## config.mk

```make
export PLATFORM = sky130hd
export DESIGN_NAME = fetch_queue_flat
export DESIGN_NICKNAME = d
export VERILOG_FILES = /design/src/rtl/fetch_queue_if.sv /design/src/rtl/fetch_queue.sv /design/src/flat_wrapper.sv
export SDC_FILE = /design/constraint.sdc
export NUM_CORES = 1
export LEC_CHECK = 0
export ABC_AREA = 1
export CORE_MARGIN = 4
export CORE_UTILIZATION = 40
export DETAILED_ROUTE_END_ITERATION = 6
export DONT_BUFFER_PORTS = 1
export MAX_ROUTING_LAYER = met4
export PLACE_DENSITY_LB_ADDON = 0.08
export SLEW_MARGIN = 10
export SYNTH_ARGS = -nofsm -noshare
export SYNTH_HDL_FRONTEND = slang
export SYNTH_SLANG_ARGS = --single-unit
```

## constraint.sdc

```tcl
create_clock -name clk -period 11.76 [get_ports clk]
set_clock_uncertainty 0.15 [all_clocks]
set_input_delay 2.94 -clock clk [delete_from_list [all_inputs] [get_ports clk]]
set_output_delay 2.94 -clock clk [all_outputs]
set_load 0.02 [all_outputs]
```

## src/rtl/fetch_queue_if.sv

```systemverilog
// Fetch-to-decode/imem/redirect bundle for fetch_queue.
// master = the fetch stage, slave = memory/decode/execute side.
interface fetch_queue_if #(
  parameter int unsigned XLEN       = 32,
  parameter int unsigned DEPTH      = 4,
  parameter int unsigned ADDR_WIDTH = 12
);
  logic [ADDR_WIDTH-1:0]    imem_addr;
  logic [XLEN-1:0]          imem_rdata;
  logic                     out_valid;
  logic                     out_ready;
  logic [XLEN-1:0]          out_pc;
  logic [XLEN-1:0]          out_instr;
  logic                     out_pred_taken;
  logic                     redirect_valid;
  logic [XLEN-1:0]          redirect_pc;
  logic [$clog2(DEPTH):0]   occupancy;

  modport master (
    output imem_addr,
    input  imem_rdata,
    output out_valid,
    input  out_ready,
    output out_pc,
    output out_instr,
    output out_pred_taken,
    input  redirect_valid,
    input  redirect_pc,
    output occupancy
  );

  modport slave (
    input  imem_addr,
    output imem_rdata,
    input  out_valid,
    output out_ready,
    input  out_pc,
    input  out_instr,
    input  out_pred_taken,
    output redirect_valid,
    output redirect_pc,
    input  occupancy
  );
endinterface

```

## src/rtl/fetch_queue.sv

```systemverilog
// Fetch stage: owns the fetch PC, drives imem and buffers DEPTH {pc, instr} entries.
// Optional JAL predecode/static prediction enabled by defining FETCH_JAL_PREDECODE_EN.
module fetch_queue #(
  parameter int unsigned     XLEN       = 32,
  parameter int unsigned     DEPTH      = 4,
  parameter int unsigned     ADDR_WIDTH = 12,
  parameter logic [XLEN-1:0] RESET_PC   = '0
) (
  input logic           clk,
  input logic           rst,
  fetch_queue_if.master bus
);
  localparam int unsigned PtrW = $clog2(DEPTH);

  logic [XLEN-1:0] r_fetch_pc;
  logic [PtrW-1:0] r_rd_ptr;
  logic [PtrW-1:0] r_wr_ptr;
  logic [PtrW:0]   r_count;
  logic [XLEN-1:0] r_pc_q    [DEPTH];
  logic [XLEN-1:0] r_instr_q [DEPTH];

  logic            w_full;
  logic            w_out_valid;
  logic            w_deq;
  logic            w_enq;
  logic [XLEN-1:0] w_next_pc;
  logic [XLEN-1:0] w_redirect_pc;

  assign w_full        = (r_count == (PtrW + 1)'(DEPTH));
  assign w_out_valid   = (r_count != '0) && !bus.redirect_valid;
  assign w_deq         = w_out_valid && bus.out_ready;
  assign w_enq         = !bus.redirect_valid && (!w_full || w_deq);
  assign w_redirect_pc = bus.redirect_pc & ~XLEN'(3);

  assign bus.imem_addr = r_fetch_pc[ADDR_WIDTH-1:0];
  assign bus.out_valid = w_out_valid;
  assign bus.out_pc    = w_out_valid ? r_pc_q[r_rd_ptr] : '0;
  assign bus.out_instr = w_out_valid ? r_instr_q[r_rd_ptr] : '0;
  assign bus.occupancy = r_count;

`ifdef FETCH_JAL_PREDECODE_EN
  logic            r_pred_q [DEPTH];
  logic            w_is_jal;
  logic [XLEN-1:0] w_jal_imm;

  assign w_is_jal  = (bus.imem_rdata[6:0] == 7'b1101111);
  // J-type immediate, sign-extended to XLEN
  assign w_jal_imm = {{(XLEN-20){bus.imem_rdata[31]}}, bus.imem_rdata[19:12],
                      bus.imem_rdata[20], bus.imem_rdata[30:21], 1'b0};
  assign w_next_pc = r_fetch_pc + (w_is_jal ? w_jal_imm : XLEN'(4));
  assign bus.out_pred_taken = w_out_valid && r_pred_q[r_rd_ptr];

  always_ff @(posedge clk) begin
    if (!rst) begin
      for (int i = 0; i < DEPTH; i++) r_pred_q[i] <= 1'b0;
    end else if (w_enq) begin
      r_pred_q[r_wr_ptr] <= w_is_jal;
    end
  end
`else
  assign w_next_pc          = r_fetch_pc + XLEN'(4);
  assign bus.out_pred_taken = 1'b0;
`endif

  always_ff @(posedge clk) begin
    if (!rst) begin
      r_fetch_pc <= RESET_PC;
      r_rd_ptr   <= '0;
      r_wr_ptr   <= '0;
      r_count    <= '0;
      for (int i = 0; i < DEPTH; i++) begin
        r_pc_q[i]    <= '0;
        r_instr_q[i] <= '0;
      end
    end else if (bus.redirect_valid) begin
      // Stale entries stay in storage but are unreachable once count is zero.
      r_fetch_pc <= w_redirect_pc;
      r_rd_ptr   <= '0;
      r_wr_ptr   <= '0;
      r_count    <= '0;
    end else begin
      if (w_enq) begin
        r_pc_q[r_wr_ptr]    <= r_fetch_pc;
        r_instr_q[r_wr_ptr] <= bus.imem_rdata;
        r_wr_ptr            <= r_wr_ptr + 1'b1;
        r_fetch_pc          <= w_next_pc;
      end
      if (w_deq) r_rd_ptr <= r_rd_ptr + 1'b1;
      r_count <= r_count + (PtrW + 1)'(w_enq) - (PtrW + 1)'(w_deq);
    end
  end
endmodule

```

## src/flat_wrapper.sv

```systemverilog
// flat-port wrapper written by rule: the top's interface ports become plain ports
module fetch_queue_flat 
#(
  parameter int unsigned     XLEN       = 32,
  parameter int unsigned     DEPTH      = 4,
  parameter int unsigned     ADDR_WIDTH = 12,
  parameter logic [XLEN-1:0] RESET_PC   = '0
)
  (clk, rst, bus_imem_addr, bus_imem_rdata, bus_out_valid, bus_out_ready, bus_out_pc, bus_out_instr, bus_out_pred_taken, bus_redirect_valid, bus_redirect_pc, bus_occupancy);
  fetch_queue_if #(.XLEN(XLEN), .DEPTH(DEPTH), .ADDR_WIDTH(ADDR_WIDTH)) bus_i ();
  input logic clk;
  input logic rst;
  output wire logic [$bits(bus_i.imem_addr)-1:0] bus_imem_addr;
  input wire logic [$bits(bus_i.imem_rdata)-1:0] bus_imem_rdata;
  output wire logic [$bits(bus_i.out_valid)-1:0] bus_out_valid;
  input wire logic [$bits(bus_i.out_ready)-1:0] bus_out_ready;
  output wire logic [$bits(bus_i.out_pc)-1:0] bus_out_pc;
  output wire logic [$bits(bus_i.out_instr)-1:0] bus_out_instr;
  output wire logic [$bits(bus_i.out_pred_taken)-1:0] bus_out_pred_taken;
  input wire logic [$bits(bus_i.redirect_valid)-1:0] bus_redirect_valid;
  input wire logic [$bits(bus_i.redirect_pc)-1:0] bus_redirect_pc;
  output wire logic [$bits(bus_i.occupancy)-1:0] bus_occupancy;
  assign bus_imem_addr = bus_i.imem_addr;
  assign bus_i.imem_rdata = bus_imem_rdata;
  assign bus_out_valid = bus_i.out_valid;
  assign bus_i.out_ready = bus_out_ready;
  assign bus_out_pc = bus_i.out_pc;
  assign bus_out_instr = bus_i.out_instr;
  assign bus_out_pred_taken = bus_i.out_pred_taken;
  assign bus_i.redirect_valid = bus_redirect_valid;
  assign bus_i.redirect_pc = bus_redirect_pc;
  assign bus_occupancy = bus_i.occupancy;
  fetch_queue #(.XLEN(XLEN), .DEPTH(DEPTH), .ADDR_WIDTH(ADDR_WIDTH), .RESET_PC(RESET_PC)) u_core (.clk(clk), .rst(rst), .bus(bus_i));
endmodule
```

After elaboration in Yosys (flattened, before gate mapping)
Memory sizes are Yosys's and may differ from the RTL's. A register that Yosys moved wholly into a read port is not among the register bits. Index checks and enable logic that the tools add are counted.

Add/sub/neg operators: 5. Reductions and logical operators: 11. Bitwise operators: 1. Mux-type cells: 19. Equality and inequality tests: 1.

Operators by type and width (count): $mux W32 (6); $reduce_or A32 Y1 (2); $add A32 B3 Y32 const B (1); $mux W2 (6); $mux W1 (7); $add A2 B1 Y2 const B (2); $add A3 B1 Y3 (1); $eq A3 B3 Y1 const B (1); $logic_and A1 B1 Y1 (3); $reduce_bool A3 Y1 (1); $sub A3 B1 Y3 (1); $logic_not A1 Y1 (2); $reduce_bool A2 Y1 (1); $reduce_or A2 Y1 (1); $logic_or A1 B1 Y1 (1); $not A1 Y1 (1).

Memory bits (writable): 256. Register bits after elaboration: 39. Word-level logic and storage cells: 44. Input bits: 68. Memories: 2.

Memory list: u_core.r_instr_q (depth 4, bits a word 32, read ports 1, clocked after Yosys merged registers in 1, wr ports 4, line fetch_queue.sv:20) `logic [XLEN-1:0] r_instr_q [DEPTH];`; u_core.r_pc_q (depth 4, bits a word 32, read ports 1, clocked after Yosys merged registers in 1, wr ports 4, line fetch_queue.sv:19) `logic [XLEN-1:0] r_pc_q [DEPTH];`.

Depth between registers and ports, before layout
Gate-level depths: netlist of run 1.

Depth after elaboration: 11. Mapped depth: 12. Mapped depth without buffers: 12.

Worst setup path after synthesis of run 1
OpenSTA, ideal clock, no wires.

Path type: input to register. Start point: input port bus_redirect_valid. End point: memory u_core.r_instr_q[3][0], enable pin. Required time: 11.036 ns. Path slack: 2.694 ns. Stages on the path: 7. Path buffers: 2. Library setup time: 0.574 ns. Arrival time: 8.342 ns. Path through: buf_6 -> o211ai_4 -> inv_2 -> nor2_2 -> buf_4 -> inv_1 -> o31ai_1.

RTL lines: start: declaration (line flat_wrapper.sv:20) `input wire logic [$bits(bus_i.redirect_valid)-1:0] bus_redirect_valid;`; end: declaration (line fetch_queue.sv:20).

Worst setup path in the final report of run 1
Start point: input port bus_redirect_valid. End point: output port bus_out_pc[18].

Word-level cells in the longest chain between the ends: 3.

RTL lines: $logic_not A1 Y1 (line fetch_queue.sv:30) `assign w_out_valid = (r_count != '0) && !bus.redirect_valid;`; $logic_and A1 B1 Y1 (line fetch_queue.sv:30); $mux W32 (line fetch_queue.sv:37) `assign bus.out_pc = w_out_valid ? r_pc_q[r_rd_ptr] : '0;`; end: declaration (line flat_wrapper.sv:17) `output wire logic [$bits(bus_i.out_pc)-1:0] bus_out_pc;`.

Every way passes these cells.

==> results of run 1 <==
per-layer routing:
layer / part of all wire [%] / vias to the layer above / global-route usage [%]
li1: - / 4779 / -
met1: 45 / 4702 / 27.7
met2: 47 / 265 / 33.5
met3: 6.0 / 48 / 3.80
met4: 1.5 / 0 / 4.06
met5: 0 / - / -
power groups by stage:
stage	registers, W	clock network, W	logic, W
2_1_floorplan	0.00121	0	0.000127
3_3_place_gp	0.00121	0	0.000165
3_5_place_dp	0.00121	0	0.000166
4_1_cts	0.00119	0.00111	0.000167
5_1_grt	0.00120	0.00115	0.000187
6_report	0.00119	0.00108	0.000164
logic make-up (layout without fill, tap and decap cells):
family | after synthesis | in the layout
XOR/XNOR | 11 | 11
AND/OR/NAND/NOR | 700 | 700
AO/OA/AOI/OAI | 254 | 254
other | 1 | 5
buffers and inverters | 216 | 189
flip-flops | 287 | 287
adder cells (fa/ha/maj) | 4 | 4
flip-flops by register name (all words and copies together) (netlist names), named ones only:
signal                flops
u_core.r_wr_ptr           2
u_core.r_pc_q           120
u_core.r_rd_ptr           2
u_core.bus.occupancy      3
u_core.r_fetch_pc        30
u_core.r_instr_q        128
worst min path at each step:
stage                                    start  slack [ns]    to  cells after the start
3_3_place_gp   u_core.r_rd_ptr[0]$_SDFFE_PP0P_        0.30  flop                      1
4_1_cts        u_core.r_rd_ptr[0]$_SDFFE_PP0P_        0.32  flop                      1
2_1_floorplan  u_core.r_rd_ptr[1]$_SDFFE_PP0P_        0.29  flop                      2
3_5_place_dp   u_core.r_rd_ptr[0]$_SDFFE_PP0P_        0.31  flop                      1
6_report       u_core.r_rd_ptr[0]$_SDFFE_PP0P_        0.33  flop                      1
5_1_grt        u_core.r_rd_ptr[1]$_SDFFE_PP0P_        0.36  flop                      2
worst reg2reg max path, cell delays in order (launching register included):
cell      delay, ns
dfxtp_1        0.42
nor2_1         0.26
o211ai_4       0.19
nand2_4        0.54
clkinv_2       0.39
nand3_2        0.13
buf_4          0.74
nand2_4        0.84
final cells by class:
cell class	count	area, µm²	area share [%]
Inverter	115	434	2.94
Timing Repair Buffer	11	82.6	0.559
Clock buffer	45	977	6.62
Clock inverter	18	185	1.25
Multi-Input combinational cell	974	4300	29.1
Tap cell	442	553	3.75
Sequential cell	287	8230	55.8
through the flow:
step | std cells | instance area [µm²]
floorplan | 1477 | 13400
global placement | 1829 | 13600
global route | 1892 | 14800
CTS | 1892 | 14800
detailed placement | 1829 | 13600
finish | 1892 | 14800
cells in the mapped netlist (2+ instances only):
library cell / count / area, µm²
o21ai_0: 158 / 791
buf_2: 23 / 115
inv_1: 110 / 413
clkbuf_1: 50 / 188
nor2_1: 493 / 1850
edfxtp_1: 248 / 7450
buf_6: 3 / 33.8
nand2_1: 107 / 402
buf_4: 16 / 120
inv_2: 3 / 11.3
nand3_1: 35 / 175
xor2_1: 10 / 87.6
ha_1: 3 / 37.5
nand2_2: 2 / 12.5
nor3_1: 53 / 265
nand4_1: 4 / 25.0
nor3_2: 2 / 20.0
a21oi_1: 89 / 445
a31oi_1: 4 / 25.0
dfxtp_1: 39 / 781
buf_1: 8 / 30.0
==> flow_metrics.env, run 1 <==
export IMPL_outcome="finished, final reports clean"
export IMPL_max_slew_margin_pct=28.7
export IMPL_vias_per_cell=5.18
export IMPL_min_path_type="flop to flop"
export IMPL_rsz0062_at_grt="false"
export IMPL_synthCells=1473
export IMPL_mostFrequentLayoutCells="nor2_1, edfxtp_1, o21ai_0"
export IMPL_cap_violations=0
export IMPL_vias=9794
export IMPL_critPathCapture="bus_out_pc[18]"
export IMPL_fmax_mhz=129
export IMPL_ys_ff_latch=287
export IMPL_drive_above_1_share_pct=5.59
export IMPL_crit_chain="clkinv_1 > nand2_2 > buf_4 > a21oi_1"
export IMPL_crit_path_start_kind="input pin"
export IMPL_setup_slack_ns=4.00
export IMPL_track_usage_pct=20.7
export IMPL_crit_slowest_cell="buf_4"
export IMPL_die_h_um=191
export IMPL_final_nets=1496
export IMPL_fin_crit_sh_pct=65.9
export IMPL_cp_arrival_ns=4.67
export IMPL_cpPeakStageDelay_ns=0.71
export IMPL_synth_edf_count=248
export IMPL_ff2ff_setup_slack_ns=7.56
export IMPL_cts_sinks=287
export IMPL_powerDensity_nw_per_um2=165
export IMPL_required_ns=8.67
export IMPL_p_total_w=0.00244
export IMPL_syn_area_per_cell_um2=9.09
export IMPL_yosysWarnings=0
export IMPL_die_w_um=191
export IMPL_fillers=3197
export IMPL_synth_mux_area_share_pct=0
export IMPL_finalSetupTns_ns=0
export IMPL_cp_num_cells=4
export IMPL_path_delay_family="buffers and inverters"
export IMPL_slew_violations=0
export IMPL_final_common_cell="nor2_1"
export IMPL_fin_hold_ws_ns=0.325
export IMPL_synth_compound_area_share_pct=9.69
export IMPL_synth_top_family_by_area="simple AND/OR/NAND/NOR gates"
export IMPL_setup_worst_path_class="input pin to output port"
export IMPL_grt_pass1_wl_mm=57.0
export IMPL_cp_end_kind="output port"
export IMPL_worst_slew_pin_slew_ns=1.07
export IMPL_grt_max_degree=75
export IMPL_ios=149
export IMPL_clkTransAtPathRegs_ns=0.05
export IMPL_synth_flop_cell="edfxtp_1"
export IMPL_ant_nets=0
export IMPL_power_switching_share_pct=23.2
export IMPL_seq_power_share_pct=48.9
export IMPL_ys_seq_area_share_pct=61.5
export IMPL_root_buffer="clkbuf_16"
export IMPL_hold_buffers=0
export IMPL_finalSetupViolCount=0
export IMPL_core_um2=32800
export IMPL_hpwl_mm=19.6
export IMPL_crit_fanout=64
export IMPL_synth_area_um2=13400
export IMPL_combPwrFrac_pct=6.7
export IMPL_worstSetupStartpoint="bus_redirect_valid"
export IMPL_synth_distinct_cells=34
export IMPL_synth_xor_xnor_area_share_pct=0.720
export IMPL_p_clk_share_pct=44.4
export IMPL_period_minus_slack_ns=7.76
export IMPL_cts_resized=0
export IMPL_rows=66
export IMPL_synth_simple_gate_area_share_pct=20.8
export IMPL_ir_worst_vdd_mv=0.0803
export IMPL_utilization_pct=45.0
export IMPL_dieArea_um2=36500
export IMPL_antenna_found_initial=0
export IMPL_ys_async_sr_fraction_pct=0
export IMPL_drt_initial_drc_count=580
export IMPL_leakagePower_nw=5.39
export IMPL_io_buffers=0
export IMPL_globalRouteOverflowTotal=0
export IMPL_cts_buffer_depth=3
export IMPL_clock_latency_ns=0.50
export IMPL_post_cts_setup_buffers=0
export IMPL_dr_pass1_iters=5
export IMPL_gp_congestion=0.858
export IMPL_cts_htree_levels=2
export IMPL_crit_buf_inv=2
export IMPL_routed_wl_mm=36.8
export IMPL_wl_per_cell_um=19.5
export IMPL_r2r_end="u_core.r_instr_q[0][25]$_SDFFCE_PN0P_"
export IMPL_rr_startpoint="u_core.bus.occupancy[1]$_SDFF_PP0_"
export IMPL_initial_utilization_pct=40.8
export IMPL_hold_viol_final=0
export IMPL_area_growth_pct=10.3
export IMPL_post_place_ws_ns=4.01
export IMPL_intPower_w=0.00187
export IMPL_drc=0
export IMPL_antenna_cells=0
export IMPL_grt_pass1_vias=9731
export IMPL_synthAdderAreaFrac_pct=0.430
export IMPL_r2r_cells=7
export IMPL_cts_buffers=35
export IMPL_switching_power_w=0.000566
export IMPL_cts_tree="yes"
Note: power is estimated with default switching activity, not from simulation.
==> run 2: changes to the inputs <==
- clock period: 11.76 -> 7.48 ns (I/O delays scaled with it)
==> run 2 against run 1 <==
Flip-flop and latch count did not move. Setup slack worse by 2.1 ns. Clock power up 50%. First-iteration DRC count fell by 0.69%. Worst hold slack lost 0.011 ns. Utilization fell by 0.10 points. Register-to-register slack lost 3.9 ns. Non-clock buffer count grew 1. Via count unchanged. Final cell count is essentially flat. Largest cell class unchanged.
==> flow_metrics.env, run 2 (synthesized netlist as in run 1, its figures left out) <==
export IMPL_wl_per_cell_um=19.4
export IMPL_highest_layer="met4"
export IMPL_core_um2=32800
export IMPL_wl_met3_mm=2.04
export IMPL_reg_largest_list="u_core.r_instr_q (128), u_core.r_pc_q (120), u_core.r_fetch_pc (30)"
export IMPL_period_minus_slack_ns=5.62
export IMPL_finalSetupTns_ns=0
export IMPL_grt_max_degree=84
export IMPL_min_path_type="flop to flop"
export IMPL_intPower_w=0.00287
export IMPL_area_growth_pct=10.0
export IMPL_combPwrFrac_pct=6.9
export IMPL_grt_pass1_vias=9752
export IMPL_p_total_w=0.00376
export IMPL_ios=149
export IMPL_vias=9794
export IMPL_power_switching_share_pct=23.7
export IMPL_post_cts_setup_buffers=0
export IMPL_placed_cell_area_um2=13600
export IMPL_max_slew_margin_pct=21.1
export IMPL_cts_buffer_depth=3
export IMPL_dieArea_um2=36500
export IMPL_worst_slew_pin_slew_ns=1.18
export IMPL_clkTransAtPathRegs_ns=0.06
export IMPL_fin_crit_sh_pct=75.2
export IMPL_cap_violations=0
export IMPL_met1_length_mm=16.3
export IMPL_crit_chain="clkinv_2 > buf_4 > o21ai_0 > a21oi_1"
export IMPL_clock_latency_ns=0.50
export IMPL_fmax_mhz=178
export IMPL_root_buffer="clkbuf_16"
export IMPL_die_h_um=191
export IMPL_design_area_um2=14700
export IMPL_antenna_found_initial=0
export IMPL_track_usage_pct=20.6
export IMPL_routed_wl_mm=36.8
export IMPL_grt_pass1_wl_mm=56.8
export IMPL_powerDensity_nw_per_um2=255
export IMPL_largest_register="u_core.r_instr_q"
export IMPL_antenna_cells=0
export IMPL_rows=66
export IMPL_leakagePower_nw=5.37
export IMPL_largest_reg_flops=128
export IMPL_cts_sinks=287
export IMPL_drt_initial_drc_count=576
export IMPL_cp_arrival_ns=3.60
export IMPL_crit_fanout=83
export IMPL_gp_congestion=0.833
export IMPL_rsz0062_at_grt="false"
export IMPL_seq_power_share_pct=49.8
export IMPL_hold_viol_final=0
export IMPL_final_common_cell="nor2_1"
export IMPL_die_w_um=191
export IMPL_wl_met2_mm=17.9
export IMPL_cts_buffers=35
export IMPL_cts_resized=0
export IMPL_cpPeakStageDelay_ns=1.09
export IMPL_hpwl_mm=19.9
export IMPL_setup_worst_path_class="flop to output port"
export IMPL_cts_htree_levels=2
export IMPL_ir_worst_vdd_mv=0.165
export IMPL_cp_end_kind="output port"
export IMPL_drc=0
export IMPL_hold_buffers=0
export IMPL_mostFrequentLayoutCells="nor2_1, edfxtp_1, o21ai_0"
export IMPL_fillers=3218
export IMPL_path_delay_family="buffers and inverters"
export IMPL_crit_buf_inv=2
export IMPL_final_nets=1497
export IMPL_dr_pass1_iters=5
export IMPL_ant_nets=0
export IMPL_drive_above_1_share_pct=5.31
export IMPL_crit_slowest_cell="clkinv_2"
export IMPL_required_ns=5.46
export IMPL_p_clk_share_pct=43.2
export IMPL_initial_utilization_pct=40.8
export IMPL_switching_power_w=0.000890
export IMPL_crit_path_start_kind="flop"
export IMPL_globalRouteOverflowTotal=0
export IMPL_cts_tree="yes"
export IMPL_io_buffers=0
export IMPL_slew_violations=0
export IMPL_finalSetupViolCount=0
export IMPL_vias_per_cell=5.17
export IMPL_outcome="finished, final reports clean"
## run 2: cell count changes in the layout (fill, tap and decap cells not counted), sizes merged
cell,change
clkbuf,+3
bufinv,-2
clkinvlp,-1
buf,+1
## run 2: worst paths after layout
kind,slack (ns),cells after the start,startpoint,endpoint
setup reg to reg,3.64,13,u_core.bus.occupancy[1]$_SDFF_PP0_,u_core.bus.occupancy[2]$_SDFF_PP0_
setup / recovery,1.86,4,flop,bus_out_instr[20]
hold reg to reg,0.31,2,u_core.r_rd_ptr[1]$_SDFFE_PP0P_,flop
hold / removal,0.31,2,u_core.r_rd_ptr[1]$_SDFFE_PP0P_,flop
## run 2: power groups by stage
stage | registers, W | logic (W) | clock network (W)
2_1_floorplan | 0.00189 | 0.000200 | 0
3_3_place_gp | 0.00190 | 0.000264 | 0
3_5_place_dp | 0.00191 | 0.000265 | 0
4_1_cts | 0.00187 | 0.000266 | 0.00165
5_1_grt | 0.00188 | 0.000294 | 0.00173
6_report | 0.00187 | 0.000261 | 0.00162
## run 2: layer usage
layer	up-vias	track usage [%]
met4	0	4.23
met3	41	3.89
met5	-	-
li1	4782	-
met2	245	34.5
met1	4726	26.4
## run 2: per-stage QoR
step	setup slack [ns]	std cells	util (%)	hold slack, ns
final	1.86	1893	44.9	0.314
after floorplan	1.38	1477	-	0.286
after detailed placement	1.95	1830	41.6	0.306
after CTS	1.75	1893	44.9	0.314
after global placement	1.96	1830	41.6	0.295
after global routing	1.52	1893	44.9	0.328
## run 2: area by class of cell
cell class | instances | area [µm²] | share of cell area [%]
multi-input combinational | 974 | 4300 | 29.2
clock inverter | 15 | 119 | 0.807
clock buffer | 48 | 977 | 6.63
timing repair buffer | 12 | 115 | 0.781
inverter | 115 | 434 | 2.95
sequential | 287 | 8230 | 55.9
tap | 442 | 553 | 3.75
## run 2: worst reg2reg max path: cells and delay by family, from the launching register on
family | cells | cell delay (ns)
and+or+nand+nor | 5 | 1.43
adders and majority gates | 3 | 0.81
buffers and inverters | 3 | 0.70
DFF | 1 | 0.42
xor gates and xnor gates | 1 | 0.15
AOI/OAI and AO/OA | 1 | 0.11
